<file path="src/rtl/cpu_pkg.sv">
// rtl/cpu_pkg.sv - shared micro-state numbers and ALU opcodes for the RISC control path
package cpu_pkg;

    localparam int ST_W = 6;

    typedef enum logic [ST_W-1:0] {
        S_RESET   = 6'd0,
        S_FETCH1  = 6'd1,
        S_FETCH2  = 6'd2,
        S_FETCH3  = 6'd3,
        S_DECODE  = 6'd4,
        S_ADD_RR  = 6'd10,
        S_ADD_SH  = 6'd11,
        S_ADD_IMM = 6'd12,
        S_CMP     = 6'd13,
        S_MOV     = 6'd14,
        S_LDR1    = 6'd20,
        S_LDR2    = 6'd21,
        S_LDR3    = 6'd22,
        S_STR1    = 6'd25,
        S_STR2    = 6'd26,
        S_STR3    = 6'd27,
        S_BEQ     = 6'd30,
        S_BTAKEN  = 6'd31
    } state_t;

    localparam logic [3:0] ALU_NOP   = 4'b0000;
    localparam logic [3:0] ALU_ADD   = 4'b0100;
    localparam logic [3:0] ALU_SUB   = 4'b1010;
    localparam logic [3:0] ALU_PASSB = 4'b1101;

    // Execute entry points the encoder is allowed to hand to DECODE.
    function automatic logic is_dispatch_target(input logic [ST_W-1:0] s);
        case (s)
            S_ADD_RR, S_ADD_SH, S_ADD_IMM, S_CMP, S_MOV,
            S_LDR1, S_STR1, S_BEQ: is_dispatch_target = 1'b1;
            default:               is_dispatch_target = 1'b0;
        endcase
    endfunction

    function automatic logic is_wait_state(input state_t s);
        is_wait_state = (s == S_FETCH3) || (s == S_LDR2) || (s == S_STR3);
    endfunction

endpackage

</file>
<file path="src/rtl/moc_watchdog.sv">
// rtl/moc_watchdog.sv - counts memory wait cycles and flags an abandoned access
module moc_watchdog #(
    parameter int MOC_TIMEOUT = 16
) (
    input  logic clk,
    input  logic rst,
    input  logic in_wait,
    input  logic moc,
    output logic expired
);

    localparam int CNT_W = (MOC_TIMEOUT > 1) ? $clog2(MOC_TIMEOUT) : 1;
    localparam logic [CNT_W-1:0] TERM = CNT_W'(MOC_TIMEOUT - 1);

    logic [CNT_W-1:0] cnt_q;
    logic [CNT_W-1:0] cnt_d;

    // Outside a wait state the count sits at zero, so every wait starts fresh;
    // a moc on the terminal cycle suppresses the expiry.
    always_comb begin
        expired = in_wait && !moc && (cnt_q == TERM);
        cnt_d   = '0;
        if (in_wait && !moc && !expired) begin
            cnt_d = cnt_q + 1'b1;
        end
    end

    always_ff @(posedge clk or posedge rst) begin
        if (rst) begin
            cnt_q <= '0;
        end else begin
            cnt_q <= cnt_d;
        end
    end

endmodule

</file>
<file path="src/rtl/control_sequencer.sv">
// rtl/control_sequencer.sv - hardwired fetch/decode/execute sequencer driving datapath strobes
module control_sequencer #(
    parameter int MOC_TIMEOUT = 16,
    parameter int ST_W        = cpu_pkg::ST_W
) (
    input  logic            clk,
    input  logic            reset,
    input  logic [ST_W-1:0] enc_state,
    input  logic            moc,
    input  logic            cond_true,
    output logic [ST_W-1:0] state,
    output logic            mar_ld,
    output logic            mdr_ld,
    output logic            ir_ld,
    output logic            pc_ld,
    output logic            rf_ld,
    output logic            flags_ld,
    output logic            pc_inc,
    output logic [3:0]      alu_op,
    output logic            mem_en,
    output logic            mem_rw,
    output logic            mem_err
);

    import cpu_pkg::*;

    state_t state_q;
    state_t state_d;
    logic   in_wait;
    logic   expired;

    assign in_wait = is_wait_state(state_q);
    assign state   = state_q;
    assign mem_err = expired;

    moc_watchdog #(
        .MOC_TIMEOUT(MOC_TIMEOUT)
    ) u_watchdog (
        .clk     (clk),
        .rst     (reset),
        .in_wait (in_wait),
        .moc     (moc),
        .expired (expired)
    );

    always_ff @(posedge clk or posedge reset) begin
        if (reset) begin
            state_q <= S_RESET;
        end else begin
            state_q <= state_d;
        end
    end

    // Strobes decode from the state register; only the MDR/IR captures are
    // qualified by moc so they land on the cycle the read data is valid.
    always_comb begin
        state_d  = S_RESET;
        mar_ld   = 1'b0;
        mdr_ld   = 1'b0;
        ir_ld    = 1'b0;
        pc_ld    = 1'b0;
        rf_ld    = 1'b0;
        flags_ld = 1'b0;
        pc_inc   = 1'b0;
        alu_op   = ALU_NOP;
        mem_en   = 1'b0;
        mem_rw   = 1'b0;

        case (state_q)
            S_RESET: begin
                state_d = S_FETCH1;
            end
            S_FETCH1: begin
                mar_ld  = 1'b1;
                state_d = S_FETCH2;
            end
            S_FETCH2: begin
                pc_ld   = 1'b1;
                pc_inc  = 1'b1;
                mem_en  = 1'b1;
                mem_rw  = 1'b1;
                state_d = S_FETCH3;
            end
            S_FETCH3: begin
                mem_en = 1'b1;
                mem_rw = 1'b1;
                if (moc) begin
                    mdr_ld  = 1'b1;
                    ir_ld   = 1'b1;
                    state_d = S_DECODE;
                end else if (expired) begin
                    state_d = S_FETCH1;
                end else begin
                    state_d = S_FETCH3;
                end
            end
            S_DECODE: begin
                if (is_dispatch_target(enc_state)) begin
                    state_d = state_t'(enc_state);
                end else begin
                    state_d = S_FETCH1;
                end
            end
            S_ADD_RR, S_ADD_SH, S_ADD_IMM: begin
                rf_ld   = 1'b1;
                alu_op  = ALU_ADD;
                state_d = S_FETCH1;
            end
            S_CMP: begin
                flags_ld = 1'b1;
                alu_op   = ALU_SUB;
                state_d  = S_FETCH1;
            end
            S_MOV: begin
                rf_ld   = 1'b1;
                alu_op  = ALU_PASSB;
                state_d = S_FETCH1;
            end
            S_LDR1: begin
                mar_ld  = 1'b1;
                alu_op  = ALU_ADD;
                state_d = S_LDR2;
            end
            S_LDR2: begin
                mem_en = 1'b1;
                mem_rw = 1'b1;
                if (moc) begin
                    mdr_ld  = 1'b1;
                    state_d = S_LDR3;
                end else if (expired) begin
                    state_d = S_FETCH1;
                end else begin
                    state_d = S_LDR2;
                end
            end
            S_LDR3: begin
                rf_ld   = 1'b1;
                alu_op  = ALU_PASSB;
                state_d = S_FETCH1;
            end
            S_STR1: begin
                mar_ld  = 1'b1;
                alu_op  = ALU_ADD;
                state_d = S_STR2;
            end
            S_STR2: begin
                mdr_ld  = 1'b1;
                state_d = S_STR3;
            end
            S_STR3: begin
                mem_en = 1'b1;
                mem_rw = 1'b0;
                if (moc || expired) begin
                    state_d = S_FETCH1;
                end else begin
                    state_d = S_STR3;
                end
            end
            S_BEQ: begin
                state_d = cond_true ? S_BTAKEN : S_FETCH1;
            end
            S_BTAKEN: begin
                pc_ld   = 1'b1;
                pc_inc  = 1'b0;
                alu_op  = ALU_ADD;
                state_d = S_FETCH1;
            end
            default: begin
                state_d = S_RESET;
            end
        endcase
    end

endmodule

</file>
<file path="config.mk">
export PLATFORM = sky130hd
export DESIGN_NAME = control_sequencer
export DESIGN_NICKNAME = d
export VERILOG_FILES = /design/src/rtl/cpu_pkg.sv /design/src/rtl/moc_watchdog.sv /design/src/rtl/control_sequencer.sv
export SDC_FILE = /design/constraint.sdc
export NUM_CORES = 1
export LEC_CHECK = 0
export CORE_MARGIN = 2
export CORE_UTILIZATION = 48
export DETAILED_ROUTE_END_ITERATION = 8
export PLACE_DENSITY_LB_ADDON = 0.1
export RECOVER_POWER = 100
export REMOVE_ABC_BUFFERS = 1
export SLEW_MARGIN = 40
export SYNTH_ARGS = -nofsm -noshare
export SYNTH_HDL_FRONTEND = slang
export SYNTH_HIERARCHICAL = 1
export SYNTH_SLANG_ARGS = --single-unit
export TNS_END_PERCENT = 1
</file>
<file path="constraint.sdc">
create_clock -name clk -period 2.3 [get_ports clk]
set_input_delay 0.575 -clock clk [delete_from_list [all_inputs] [get_ports clk]]
set_output_delay 0.575 -clock clk [all_outputs]
set_load 0.02 [all_outputs]
</file>
==> impl_summary.txt <==
----------------------------------------------------
[Floorplan]
  Die width ... roughly 52 um
  Ports placed on the boundary ... 30
  Core box area ... 2212 um2
  Initial Utilization ... 50.57%
  Row Count ... 17
  DIE AREA ... 2733 um2
  Die H ... around 52 um

[Synth]
  Cell area after synthesis ... 1119 um2
  Synthesized-area fraction occupied by adder cells ... 1.119%
  Largest family of logic cells by synthesized area ... simple AND/OR/NAND/NOR gates
  Post-synthesis sequential area ratio ... 22.37%
  Post-synthesis async set-or-reset flop share ... 100.0%
  Average instance area after synthesis ... 7.990 um2
  Count of unique library cells instantiated by Yosys ... 50
  Cell type contributing the most total cell area after synthesis ... sky130_fd_sc_hd__dfrtp_1
  Dominant synthesized flop cell ... sky130_fd_sc_hd__dfrtp_1
  Synthesized flop and latch total ... 10
  Proportion of netlist area held by the largest area contributor ... 22.37%
  Post-synthesis simple-gate area fraction ... 39.26%
  Synthesized-area fraction occupied by ao, oa, aoi and oai cells ... 20.02%
  Xor-xnor portion of the synthesized cell area ... 3.915%
  Top cells by area, synth ... sky130_fd_sc_hd__dfrtp_1 (22%), sky130_fd_sc_hd__nor2_1 (5.7%), sky130_fd_sc_hd__buf_6 (5.0%)
  Synthesized instance count ... 140
  Number of warning messages in the yosys log ... 6
  Number of enable-type register cells in the synthesized netlist ... 0
  Multiplexer area fraction after synthesis ... 2.685%

[Cells and area]
  # nets final ... 209
  Filler Cells Inserted ... 174
  Sequential standard cell area ... 251.5 um2
  Layout cell share with drive strength beyond 1 ... 37.56%
  Footprint of the multi-input gates ... ~840 um2
  Antenna diode count ... 0
  Layout overhead on the synthesized area ... 52.13%
  Design area ... 1702 um2

[Setup path]
  Worst setup path start ... state[5]$_DFF_PP0_
  Category of the most critical setup path ... flip-flop to output port
  Worst Setup End Kind ... output port
  Data required time of the critical path ... approximately 1.7 ns
  Reg-to-reg setup timing slack ... 0.05 ns
  Capture point of the worst path ... mem_en
  Arrival time worst endpoint ... 1.77 ns
  Crit Path Max Fanout ... 5
  Cell count of the worst reg-to-reg path ... 10
  Critical path startpoint category ... flip-flop
  Worst R2R Start ... state[5]$_DFF_PP0_
  Destination of the worst register-to-register timing path ... state[1]$_DFF_PP0_

[Clock network]
  Root buf cell ... sky130_fd_sc_hd__clkbuf_4
  Clock latency on the worst-skew pair ... 0.28 ns
  Clock sinks ... 10
  Clock H-tree levels ... 1
  TritonCTS buffer count ... 3
  Buffer depth of the longest clock path ... 2
  CTS tree ... built
  CTS clock-pin slew for the worst setup and hold paths ... 0.07 ns
  Number of buffers inserted for hold repair after clock tree synthesis ... 0

[Global routing]
  All-Layer GR Usage ... 27.88%
  Antenna violations before repair ... 0
  Pin count of the biggest net entering global routing ... 13
  Remaining Overflow, GRT ... 0
  Global-route wire length before repair ... 5706 um
  Vias in the first global route ... 1262

[STA]
  Peak clock frequency supported by timing ... 426.6 MHz
  Worst slew pin tran ... 0.4745 ns
  RSZ-0062 raised after global routing ... yes
  Worst setup slack after layout ... -0.04395 ns
  Max_slew headroom ... about two thirds
  Endpoints failing setup ... 2
  Total count of hold-check failures in the final report ... 0
  Worst setup skew after layout ... 0.003918 ns
  Max-slew violation count ... 0
  Share of the clock period used by the worst path after layout ... 101.9%
  Shortest period the worst path allows ... ~2.3 ns

[Detailed routing]
  First-pass detailed-route iteration total ... 4
  Count of unresolved DRC violations after routing ... 0
  Starting DRT DRC Count ... 54
  Total wirelength of the detailed-routed design ... 3527 um
  Number of vias in the routed layout ... 1337
  Post-detailed-route wirelength per cell ... between 15 and 20 um
  Vias per cell ... 5.942
  Post-DRT Antenna Nets ... 0

[Status]
  Violated checks ... negative setup slack
  Result of the run ... complete, but fails checks

[Placed design]
  Instance area after placement ... 1618 um2
  Placement-stage worst setup slack ... -0.3739 ns
  PortBufs ... 29
  DP Wirelength ... 2580 um
  Routability Congestion ... 0.9594

[Hold path]
  Hold_sp ... u_watchdog/cnt_q[0]$_DFF_PP0_
  Min-delay worst type ... flip-flop to flip-flop

[Power]
  Largest vdd supply drop ... 0.0004177 V
  Leakage power ... between 0.7 and 0.8 nW
  Power per cell area ... about 670 nW/um2

[Job]
  Max-Cap Viols ... 0

----------------------------------------------------
what timing repair did:
item                       in CTS  in global routing
setup buffers                   1                  0
gates resized for setup        64                 24
pin swaps                       5                  3
setup endpoints to repair      14                 17
sequential cells by signal (all words and copies together) (netlist names):
| signal | cells |
|---|---|
| state | 6 |
| u_watchdog/cnt_q | 4 |
stage by stage:
| step | setup TNS [ns] | instances | hold slack [ns] | power [mW] | utilization [%] |
|---|---|---|---|---|---|
| floorplan | -1.935 | 128 | 0.3411 | 0.5489 | - |
| global placement | -2.171 | 220 | 0.4663 | 0.8949 | 73.13 |
| detailed placement | -2.787 | 220 | 0.4687 | 0.9015 | 73.13 |
| CTS | -0.3780 | 225 | 0.4788 | 1.092 | 75.57 |
| global route | -0.8638 | 225 | 0.5062 | 1.194 | 76.92 |
| finish | -0.07619 | 225 | 0.4849 | 1.132 | 76.92 |
kinds of logic after synthesis:
logic type | count (synthesis)
simple gates | 72
compound gates | 29
buf+inv | 19
flops | 10
xor+xnor | 5
mux | 3
fa+ha+maj | 1
other cells | 1
report_power, final:
| group | internal, mW | switching, mW |
|---|---|---|
| Clock | 0.0965 | 0.0727 |
| Combinational | 0.328 | 0.401 |
| Sequential | 0.201 | 0.0331 |
worst min path at each step:
stage | to | slack (ns) | depth (start not counted)
2_1_floorplan | u_watchdog/cnt_q[0]$_DFF_PP0_ | 0.34 | 1
3_3_place_gp | u_watchdog/cnt_q[0]$_DFF_PP0_ | 0.47 | 1
3_5_place_dp | u_watchdog/cnt_q[0]$_DFF_PP0_ | 0.47 | 1
4_1_cts | u_watchdog/cnt_q[0]$_DFF_PP0_ | 0.48 | 1
5_1_grt | u_watchdog/cnt_q[0]$_DFF_PP0_ | 0.51 | 1
6_report | u_watchdog/cnt_q[0]$_DFF_PP0_ | 0.48 | 1
cells in the mapped netlist, types with 2 or more instances:
master	count
sky130_fd_sc_hd__nand2b_4	2
sky130_fd_sc_hd__inv_1	7
sky130_fd_sc_hd__a2111oi_0	2
sky130_fd_sc_hd__buf_2	5
sky130_fd_sc_hd__or2_1	2
sky130_fd_sc_hd__nor3_1	5
sky130_fd_sc_hd__nor4b_1	2
sky130_fd_sc_hd__nand2_1	10
sky130_fd_sc_hd__nor2b_1	2
sky130_fd_sc_hd__o21ai_0	5
sky130_fd_sc_hd__o211ai_1	3
sky130_fd_sc_hd__a21oi_1	5
sky130_fd_sc_hd__nand3_1	4
sky130_fd_sc_hd__xnor2_1	4
sky130_fd_sc_hd__buf_6	5
sky130_fd_sc_hd__dfrtp_1	10
sky130_fd_sc_hd__a31o_2	2
sky130_fd_sc_hd__nor4_1	2
sky130_fd_sc_hd__mux2i_1	3
sky130_fd_sc_hd__or3_1	2
sky130_fd_sc_hd__nand2b_1	6
sky130_fd_sc_hd__nand4_1	5
sky130_fd_sc_hd__or4_1	2
sky130_fd_sc_hd__clkbuf_1	2
sky130_fd_sc_hd__a211oi_1	2
sky130_fd_sc_hd__nor2_1	17
cell usage in the layout (no fill, tap or decap), types with 2 or more instances in the layout:
cell type / netlist / layout
sky130_fd_sc_hd__buf_6: 5 / 5
sky130_fd_sc_hd__o211ai_1: 3 / 3
sky130_fd_sc_hd__buf_2: 5 / 7
sky130_fd_sc_hd__nand2b_4: 2 / 2
sky130_fd_sc_hd__clkbuf_1: 2 / 2
sky130_fd_sc_hd__or2_1: 2 / 2
sky130_fd_sc_hd__nand2b_1: 6 / 6
sky130_fd_sc_hd__a21oi_1: 5 / 4
sky130_fd_sc_hd__nor2b_1: 2 / 2
sky130_fd_sc_hd__dlygate4sd3_1: 0 / 6
sky130_fd_sc_hd__dfrtp_1: 10 / 9
sky130_fd_sc_hd__clkbuf_2: 0 / 2
sky130_fd_sc_hd__xnor2_1: 4 / 4
sky130_fd_sc_hd__inv_1: 7 / 7
sky130_fd_sc_hd__clkdlybuf4s50_1: 0 / 9
sky130_fd_sc_hd__nor3_1: 5 / 4
sky130_fd_sc_hd__or4_1: 2 / 2
sky130_fd_sc_hd__nand3_1: 4 / 4
sky130_fd_sc_hd__nand2_1: 10 / 9
sky130_fd_sc_hd__nor2_1: 17 / 16
sky130_fd_sc_hd__a2111oi_0: 2 / 2
sky130_fd_sc_hd__clkbuf_4: 0 / 3
sky130_fd_sc_hd__nand4_1: 5 / 5
sky130_fd_sc_hd__mux2i_1: 3 / 3
sky130_fd_sc_hd__a31o_2: 2 / 2
sky130_fd_sc_hd__buf_4: 0 / 34
sky130_fd_sc_hd__o21ai_0: 5 / 5
area by class of cell:
type | count | area share (%)
clock buffer | 4 | 2.132
timing repair buffer | 65 | 30.22
tap | 28 | 2.059
sequential | 10 | 14.78
multi-input combinational | 111 | 49.26
inverter | 7 | 1.544
critical path, cell delays in order, from the launching register on:
cell                       delay (ns)
sky130_fd_sc_hd__dfrtp_1         0.43
sky130_fd_sc_hd__and4bb_1        0.32
sky130_fd_sc_hd__nor2_2          0.07
sky130_fd_sc_hd__a221oi_4        0.30
sky130_fd_sc_hd__buf_4           0.16
sky130_fd_sc_hd__or2_1           0.10
sky130_fd_sc_hd__buf_6           0.11
metal layers:
| metal | part of all wire [%] | track usage [%] | routed length (um) | vias to the layer above |
|---|---|---|---|---|
| met3 | 6.0 | 3.429 | 211 | 7 |
| met1 | 41 | 34.86 | 1454 | 639 |
| met2 | 51 | 48.52 | 1805 | 59 |
| met4 | 1.6 | 10.68 | 55 | 0 |
| met5 | 0 | 0 | 0 | - |
| li1 | - | - | - | 632 |
Power figures use the tool's default switching activity.
